===== config.mk =====
export PLATFORM = sky130hd
export DESIGN_NAME = vram_fetch
export DESIGN_NICKNAME = d
export VERILOG_FILES = /design/src/rtl/vram_fetch.sv
export SDC_FILE = /design/constraint.sdc
export NUM_CORES = 1
export LEC_CHECK = 0
export CAP_MARGIN = 25
export CORE_ASPECT_RATIO = 1.75
export CORE_MARGIN = 2
export CORE_UTILIZATION = 30
export CTS_BUF_LIST = sky130_fd_sc_hd__clkbuf_8
export CTS_CLUSTER_DIAMETER = 120
export DETAILED_ROUTE_END_ITERATION = 8
export PLACE_DENSITY = 0.54
export REMOVE_ABC_BUFFERS = 1
export SLEW_MARGIN = 15
export SYNTH_ARGS = -nofsm -noshare
export SYNTH_HDL_FRONTEND = slang
export SYNTH_SLANG_ARGS = --single-unit

===== constraint.sdc =====
create_clock -name clk -period 1.95 [get_ports clk]
set_input_delay 0.39 -clock clk [delete_from_list [all_inputs] [get_ports clk]]
set_output_delay 0.39 -clock clk [all_outputs]
set_load 0.02 [all_outputs]

===== src/rtl/vram_fetch.sv =====
// Text-mode VRAM fetch sequencer: a char+attr read per display cell, host reads in idle slots.
// Optional host read path is compiled in when VRAM_FETCH_HOSTRD_EN is defined.
module vram_fetch #(
    parameter int          COLS      = 80,
    parameter int          CHAR_H    = 16,
    parameter logic [12:0] ATTR_BASE = 13'd4096
) (
    input  logic        clk,
    input  logic        nrst,
    input  logic        frameStart,
    input  logic        lineEnd,
    input  logic        cellFetch,
    output logic [7:0]  cellChar,
    output logic [7:0]  cellAttr,
    output logic        cellValid,
    output logic        fetchOverrun,
    input  logic        hostRdReq,
    input  logic [12:0] hostRdAddr,
    output logic [7:0]  hostRdData,
    output logic        hostRdAck,
    output logic [12:0] vramRdAddr,
    input  logic [7:0]  vramRdData
);

    localparam int                SCAN_W    = (CHAR_H > 1) ? $clog2(CHAR_H) : 1;
    localparam logic [SCAN_W-1:0] SCAN_LAST = SCAN_W'(CHAR_H - 1);
    localparam logic [12:0]       ROW_STEP  = 13'(COLS);

`ifdef VRAM_FETCH_HOSTRD_EN
    typedef enum logic [2:0] {IDLE, FCHAR, FATTR, FDONE, HADDR, HDATA} state_t;
`else
    typedef enum logic [2:0] {IDLE, FCHAR, FATTR, FDONE} state_t;
`endif

    state_t             state_q, state_d;
    logic               pend_q, pend_d;
    logic               ovr_q, ovr_d;
    logic [12:0]        col_q, col_d;
    logic [SCAN_W-1:0]  scan_q, scan_d;
    logic [12:0]        row_q, row_d;
    logic [12:0]        vaddr_q, vaddr_d;
    logic [12:0]        attr_addr_q, attr_addr_d;
    logic [7:0]         char_tmp_q, char_tmp_d;
    logic [7:0]         cell_char_q, cell_char_d;
    logic [7:0]         cell_attr_q, cell_attr_d;
    logic               cell_valid_q, cell_valid_d;
    logic [7:0]         host_data_q, host_data_d;
    logic               host_ack_q, host_ack_d;
    logic               accept;
    logic [12:0]        fetch_char;
    logic [12:0]        fetch_attr;

    // Address sums wrap naturally in 13 bits.
    assign fetch_char = row_q + col_q;
    assign fetch_attr = ATTR_BASE + fetch_char;

`ifndef VRAM_FETCH_HOSTRD_EN
    logic unused_host;
    assign unused_host = ^{hostRdReq, hostRdAddr};
`endif

    always_ff @(posedge clk or negedge nrst) begin
        if (!nrst) begin
            state_q      <= IDLE;
            pend_q       <= 1'b0;
            ovr_q        <= 1'b0;
            col_q        <= '0;
            scan_q       <= '0;
            row_q        <= '0;
            vaddr_q      <= '0;
            attr_addr_q  <= '0;
            char_tmp_q   <= '0;
            cell_char_q  <= '0;
            cell_attr_q  <= '0;
            cell_valid_q <= 1'b0;
            host_data_q  <= '0;
            host_ack_q   <= 1'b0;
        end else begin
            state_q      <= state_d;
            pend_q       <= pend_d;
            ovr_q        <= ovr_d;
            col_q        <= col_d;
            scan_q       <= scan_d;
            row_q        <= row_d;
            vaddr_q      <= vaddr_d;
            attr_addr_q  <= attr_addr_d;
            char_tmp_q   <= char_tmp_d;
            cell_char_q  <= cell_char_d;
            cell_attr_q  <= cell_attr_d;
            cell_valid_q <= cell_valid_d;
            host_data_q  <= host_data_d;
            host_ack_q   <= host_ack_d;
        end
    end

    always_comb begin
        state_d      = state_q;
        vaddr_d      = vaddr_q;
        attr_addr_d  = attr_addr_q;
        char_tmp_d   = char_tmp_q;
        cell_char_d  = cell_char_q;
        cell_attr_d  = cell_attr_q;
        cell_valid_d = 1'b0;
        host_data_d  = host_data_q;
        host_ack_d   = 1'b0;
        accept       = 1'b0;
        case (state_q)
            IDLE: begin
                if (pend_q || cellFetch) begin
                    accept      = 1'b1;
                    state_d     = FCHAR;
                    vaddr_d     = fetch_char;
                    attr_addr_d = fetch_attr;
                end
`ifdef VRAM_FETCH_HOSTRD_EN
                // The host still holds its request during the ack cycle; don't re-serve it.
                else if (hostRdReq && !host_ack_q) begin
                    state_d = HADDR;
                    vaddr_d = hostRdAddr;
                end
`endif
            end
            FCHAR: begin
                state_d = FATTR;
                vaddr_d = attr_addr_q;
            end
            FATTR: begin
                // Character byte arrives one cycle after its address was presented.
                state_d    = FDONE;
                char_tmp_d = vramRdData;
            end
            FDONE: begin
                state_d      = IDLE;
                cell_char_d  = char_tmp_q;
                cell_attr_d  = vramRdData;
                cell_valid_d = 1'b1;
            end
`ifdef VRAM_FETCH_HOSTRD_EN
            HADDR: begin
                state_d = HDATA;
            end
            HDATA: begin
                state_d     = IDLE;
                host_data_d = vramRdData;
                host_ack_d  = 1'b1;
            end
`endif
            default: begin
                state_d = IDLE;
            end
        endcase
    end

    always_comb begin
        col_d  = col_q;
        scan_d = scan_q;
        row_d  = row_q;
        pend_d = pend_q;
        ovr_d  = ovr_q;
        if (frameStart) begin
            col_d  = '0;
            scan_d = '0;
            row_d  = '0;
        end else if (lineEnd) begin
            col_d = '0;
            if (scan_q == SCAN_LAST) begin
                scan_d = '0;
                row_d  = row_q + ROW_STEP;
            end else begin
                scan_d = scan_q + SCAN_W'(1);
            end
        end else if (accept) begin
            col_d = col_q + 13'd1;
        end
        // A request arriving while the pending one is consumed becomes the new pending one.
        if (accept) begin
            pend_d = pend_q & cellFetch;
        end else if (cellFetch && (state_q != IDLE)) begin
            if (pend_q) begin
                ovr_d = 1'b1;
            end else begin
                pend_d = 1'b1;
            end
        end
        if (frameStart) begin
            ovr_d = 1'b0;
        end
    end

    assign cellChar     = cell_char_q;
    assign cellAttr     = cell_attr_q;
    assign cellValid    = cell_valid_q;
    assign fetchOverrun = ovr_q;
    assign hostRdData   = host_data_q;
    assign hostRdAck    = host_ack_q;
    assign vramRdAddr   = vaddr_q;

endmodule


After elaboration in Yosys (flattened, before gate mapping) --
Index checks and enable logic that the tools add are counted.
Cells by class: $add $sub $neg 5, $mul 0, div/mod/pow operators 0, magnitude comparators 0, eq/ne operators 6, shift operators 0, mux-type cells 22, bitwise gates (word level) 1, reductions and logical operators 15
Operators by type and width (number):
- $mux W13 | 7
- $pmux W13 S2 | 1
- $add A13 B1 Y13 const B | 1
- $add A13 B13 Y13 | 1
- $add A13 B13 Y13 const A | 1
- $add A13 B7 Y13 const B | 1
- $mux W4 | 3
- $reduce_bool A2 Y1 | 6
- $mux W1 | 9
- $pmux W3 S3 | 1
- $eq A3 B2 Y1 const B | 2
- $reduce_and A2 Y1 | 3
- $reduce_bool A3 Y1 | 2
- $add A4 B1 Y4 const B | 1
- $eq A4 B4 Y1 const B | 1
- $ne A2 B2 Y1 const B | 2
- $eq A3 B1 Y1 const B | 1
- $logic_not A3 Y1 | 1
- $mux W3 | 1
- $reduce_and A3 Y1 | 1
- $and A1 B1 Y1 | 1
- $logic_and A1 B1 Y1 | 1
- $logic_or A1 B1 Y1 | 1
Storage, ports and cells: register bits after elaboration 86, latch bits 0, memory bits (writable) 0, bits in read-only memories 0, input port bits 27, output and inout port bits 40, memories kept 0

Depth between registers and ports, before layout --
depth in word-level cells 6, gate-level depth with buffers 9, mapped depth without buffers 8

Worst setup path before layout --
OpenSTA, ideal clock, no wires.
kind register to register, start point register col_q[4], end point register vaddr_q[10] (netlist: vramRdAddr[10]), arrival time 1.848 ns, required time 1.825 ns, setup slack -0.023 ns, stages on the path, launching flop included 8, clock period less this slack 1.973 ns, path through dfrtp_1 > ha_1 > a41o_1 > a21o_1 > a311oi_2 > xor2_1 > o21ai_1 > mux2_2
Between the ends: cells in the longest elaborated chain, start to end 3
RTL lines:
- start: declaration | RTL line 38 | logic [12:0] col_q, col_d;
- start signal: assignment | RTL line 82 | col_q <= col_d;
- $add A13 B13 Y13 | RTL line 54 | assign fetch_char = row_q + col_q;
- $mux W13 | RTL line 109 | if (pend_q || cellFetch) begin
- $pmux W13 S2 | RTL line 107 | case (state_q)
- end signal: assignment | RTL line 85 | vaddr_q <= vaddr_d;
- end: declaration | RTL line 41 | logic [12:0] vaddr_q, vaddr_d;
Every way passes these cells. The select of a mux whose other input is x is not followed. A chain may end at the register's enable or synchronous reset.

Worst setup path after layout --
start point register row_q[4], end point register vaddr_q[10] (netlist: vramRdAddr[10])
Between the ends: cells in the longest elaborated chain, start to end 3
RTL lines:
- start: declaration | RTL line 40 | logic [12:0] row_q, row_d;
- start signal: assignment | RTL line 84 | row_q <= row_d;
- $add A13 B13 Y13 | RTL line 54
- $mux W13 | RTL line 109
- $pmux W13 S2 | RTL line 107
Every way passes these cells. The select of a mux whose other input is x is not followed.

==> impl_metrics.toml <==
[status]
status = "finished, violations left"
violations = "negative hold slack"

[clocking]
cts_sinks = 81
insertion_delay_ns = 0.36
clockRootBuffer = "clkbuf_8"
cts_tree = "built"
cts_buffer_depth = 2
htreeDepth = 3
cts_buffers = 9
hold_buffers = 0
cts.clk_slew.worst_paths_ns = 0.09

[worst_setup_path]
arrival_ns = 2.18
r2r_cells = 8
critPathMaxFanout = 2
required_ns = 2.20
startpoint_type = "register"
critical-path-max-stage-delay_ns = 0.40
crit_type = "register to register"
cp_slowest_cell = "dfrtp_1"
endpoint_kind = "register"
crit_path_cell_trace = "ha_2, a41o_1, a21o_1, a311oi_2, buf_4, xor2_2, o21ai_1, mux2_2"
crit_path_start = "row_q[4]$_DFFE_PN0P_"
r2r-start = "row_q[4]$_DFFE_PN0P_"

[cells_and_area]
diodes = 0
stdcell_count = 632
nNetsFinal = 500
area.growth.synth_to_final_pct = 32.0
drive_above_1_share = 0.241

[logic_synthesis]
async_flop_share = 1.00
synth_warnings = 0
synthDominantCellAreaShare = 0.519
syn_area_per_cell_um2 = 10.6
synth_edf_count = 0
ys_types = 39
synth_top_area_cell = "dfrtp_1"
ys.flop_type = "dfrtp_1"
seq_area_frac_synth = 0.519
synth-seq-cells = 81
synth_area_leaders = "dfrtp_1 52%, mux2_2 8.4%, ha_1 5.4%"
netlist_instances = 368
syn_area_mm2 = 0.00391

[die]
num_io_pins = 67
fp.dieArea_mm2 = 0.0140
initial_core_util = 0.305
die_h_um = 155
rows = 55
die_w_um = 90.3
core_mm2 = 0.0128

[timing]
relSlewSlack = 0.660
slew_violations = 0
finClkSkew_ns = 0.0107
finalCriticalPeriod_ns = 1.93
min_period_over_period = 0.990
final-setup-viol-count = 0
timing.hold.ws_ns = -0.00274
fmax_mhz = 518
tightest_slew_ns = 0.510
grt_setup_unrepaired = "yes"
setup_tns_ns = 0
final_hold_viol_count = 3

[drt]
via_per_inst = 4.51
drtIter0Drc = 59
vias = 2851
drtPass1Iterations = 4
route.detailed.drc = 0
post_drt_wl_per_cell_um = 12.6
wl_mm = 7.95
ant_nets = 0

[grt]
grt_max_degree = 38
grt_pass1_vias = 2849
grt-ovfl-total = 0
grt_pass1_wl_mm = 13.3
grt_use_total = 0.119
antenna_found_initial = 0

[placement]
port_buffers = 43
dp.cells = 612
routabilityCongestion = 0.793
place_hpwl_mm = 5.87

[power]
powerDensity_mw_per_mm2 = 1190
power_leakage_uw = 0.00229
power_uw = 6120
max-vdd-ir-drop_mv = 0.903

[flow_run]
drv_cap = 0

[min_path]
worstHoldPathType = "input pin to async pin"
[per-layer routing]
| layer | global-route usage | vias to the layer above | wire (um) |
|---|---|---|---|
| li1 | - | 1417 | - |
| met1 | 0.124 | 1389 | 3090 |
| met2 | 0.230 | 34 | 4530 |
| met3 | 0.0213 | 11 | 186 |
| met4 | 0.0505 | 0 | 144 |
| met5 | 0 | - | 0 |
[synth_stat cells, types with 3 or more instances]
cell and n:
buf_4 9, mux2i_1 6, inv_1 6, or3_1 5, o21ai_0 27, nand3_1 6, xnor2_1 10, clkbuf_1 11
nor3_1 3, o21a_1 3, nand2_1 49, nor2_1 31, ha_1 17, a21oi_1 21, nand4_1 6, xor2_1 18
mux2_2 29, dfrtp_1 81
[power by group]
part | switching (uW) | internal (uW) | leakage, uW
Clock | 684 | 750 | 0.000118
Sequential | 235 | 2100 | 0.00106
Combinational | 1180 | 1170 | 0.00112
Total | 2100 | 4020 | 0.00229
[critical path, delay by kind of cell, from the launching register on]
family	cells	cell delay [ns]
compound gates	4	0.66
fa+ha+maj	1	0.18
mux	1	0.26
flops	1	0.40
buf+inv	1	0.17
xor+xnor	1	0.13
[cell usage in the layout, fill, tap and decap left out, types with 2 or more instances in the layout]
master and n:
dfrtp_1 81, nand2_1 48, buf_4 47, clkdlybuf4s50_1 42, nor2_1 31, mux2_2 29
o21ai_0 25, a21oi_1 17, xor2_1 16, ha_1 13, xnor2_1 10, conb_1 10
clkbuf_8 9, inv_1 6, mux2i_1 6, nand3_1 6, nand4_1 6, or3_1 5
a21oi_2 4, o21ai_1 4, nor3_1 3, o21a_1 3, ha_4 3, and3_1 2
a21o_1 2, xor2_2 2, a31oi_1 2, nor2b_1 2, nand2b_1 2, inv_8 2
inv_6 2, bufinv_16 2, buf_12 2
[flip-flops by register name (all words and copies together) (netlist names)]
name          flops
state_q           2
col_q            13
cellAttr          8
pend_q            1
vramRdAddr       13
char_tmp_q        8
attr_addr_q      13
fetchOverrun      1
row_q             9
cellValid         1
cellChar          8
scan_q            4
[worst paths after layout]
path,end,slack (ns)
worst min register to register,vramRdAddr[6]$_DFFE_PN0P_,0.48
worst max-delay path,vramRdAddr[10]$_DFFE_PN0P_,0.02
worst max register to register,vramRdAddr[10]$_DFFE_PN0P_,0.02
max in group asynchronous,col_q[1]$_DFFE_PN0P_,1.41
worst min-delay path,row_q[12]$_DFFE_PN0P_,-0.003
min in group clk,vramRdAddr[6]$_DFFE_PN0P_,0.48
[stage by stage]
stage           util  hold slack [ns]  instance area, um2  worst slack [ns]
3_3_place_gp   0.376            0.406                4810           -0.0910
3_5_place_dp   0.376            0.408                4810            -0.128
4_1_cts        0.397           0.0112                5090           -0.0812
2_1_floorplan      -           0.0944                3800            -0.555
5_1_grt        0.403           0.0268                5160           -0.0505
6_report       0.403         -0.00274                5160            0.0190
[repair_timing]
action / in CTS / in global routing
pin swaps: 9 / 8
buffers inserted: 1 / 3
endpoints found under the setup margin: 5 / 7
gates resized for setup: 7 / 8
[final cells by class]
class                           instances  area [um2]
Multi-Input combinational cell        266        1840
Clock inverter                          7         109
Fill cell                            1290        7640
Clock buffer                            9         124
Timing Repair Buffer                   92         825
Tap cell                              171         214
Sequential cell                        81        2030
Inverter                                6        22.5
[cell families after synthesis]
kind of cell	share of synthesized area
XOR/XNOR	0.0628
other	0.000960
multiplexers	0.0990
flip-flops	0.519
adder cells (fa/ha/maj)	0.0570
AND/OR/NAND/NOR	0.123
AO/OA/AOI/OAI	0.0961
buffers and inverters	0.0420
No activity file was read; power rests on OpenSTA's default activity.
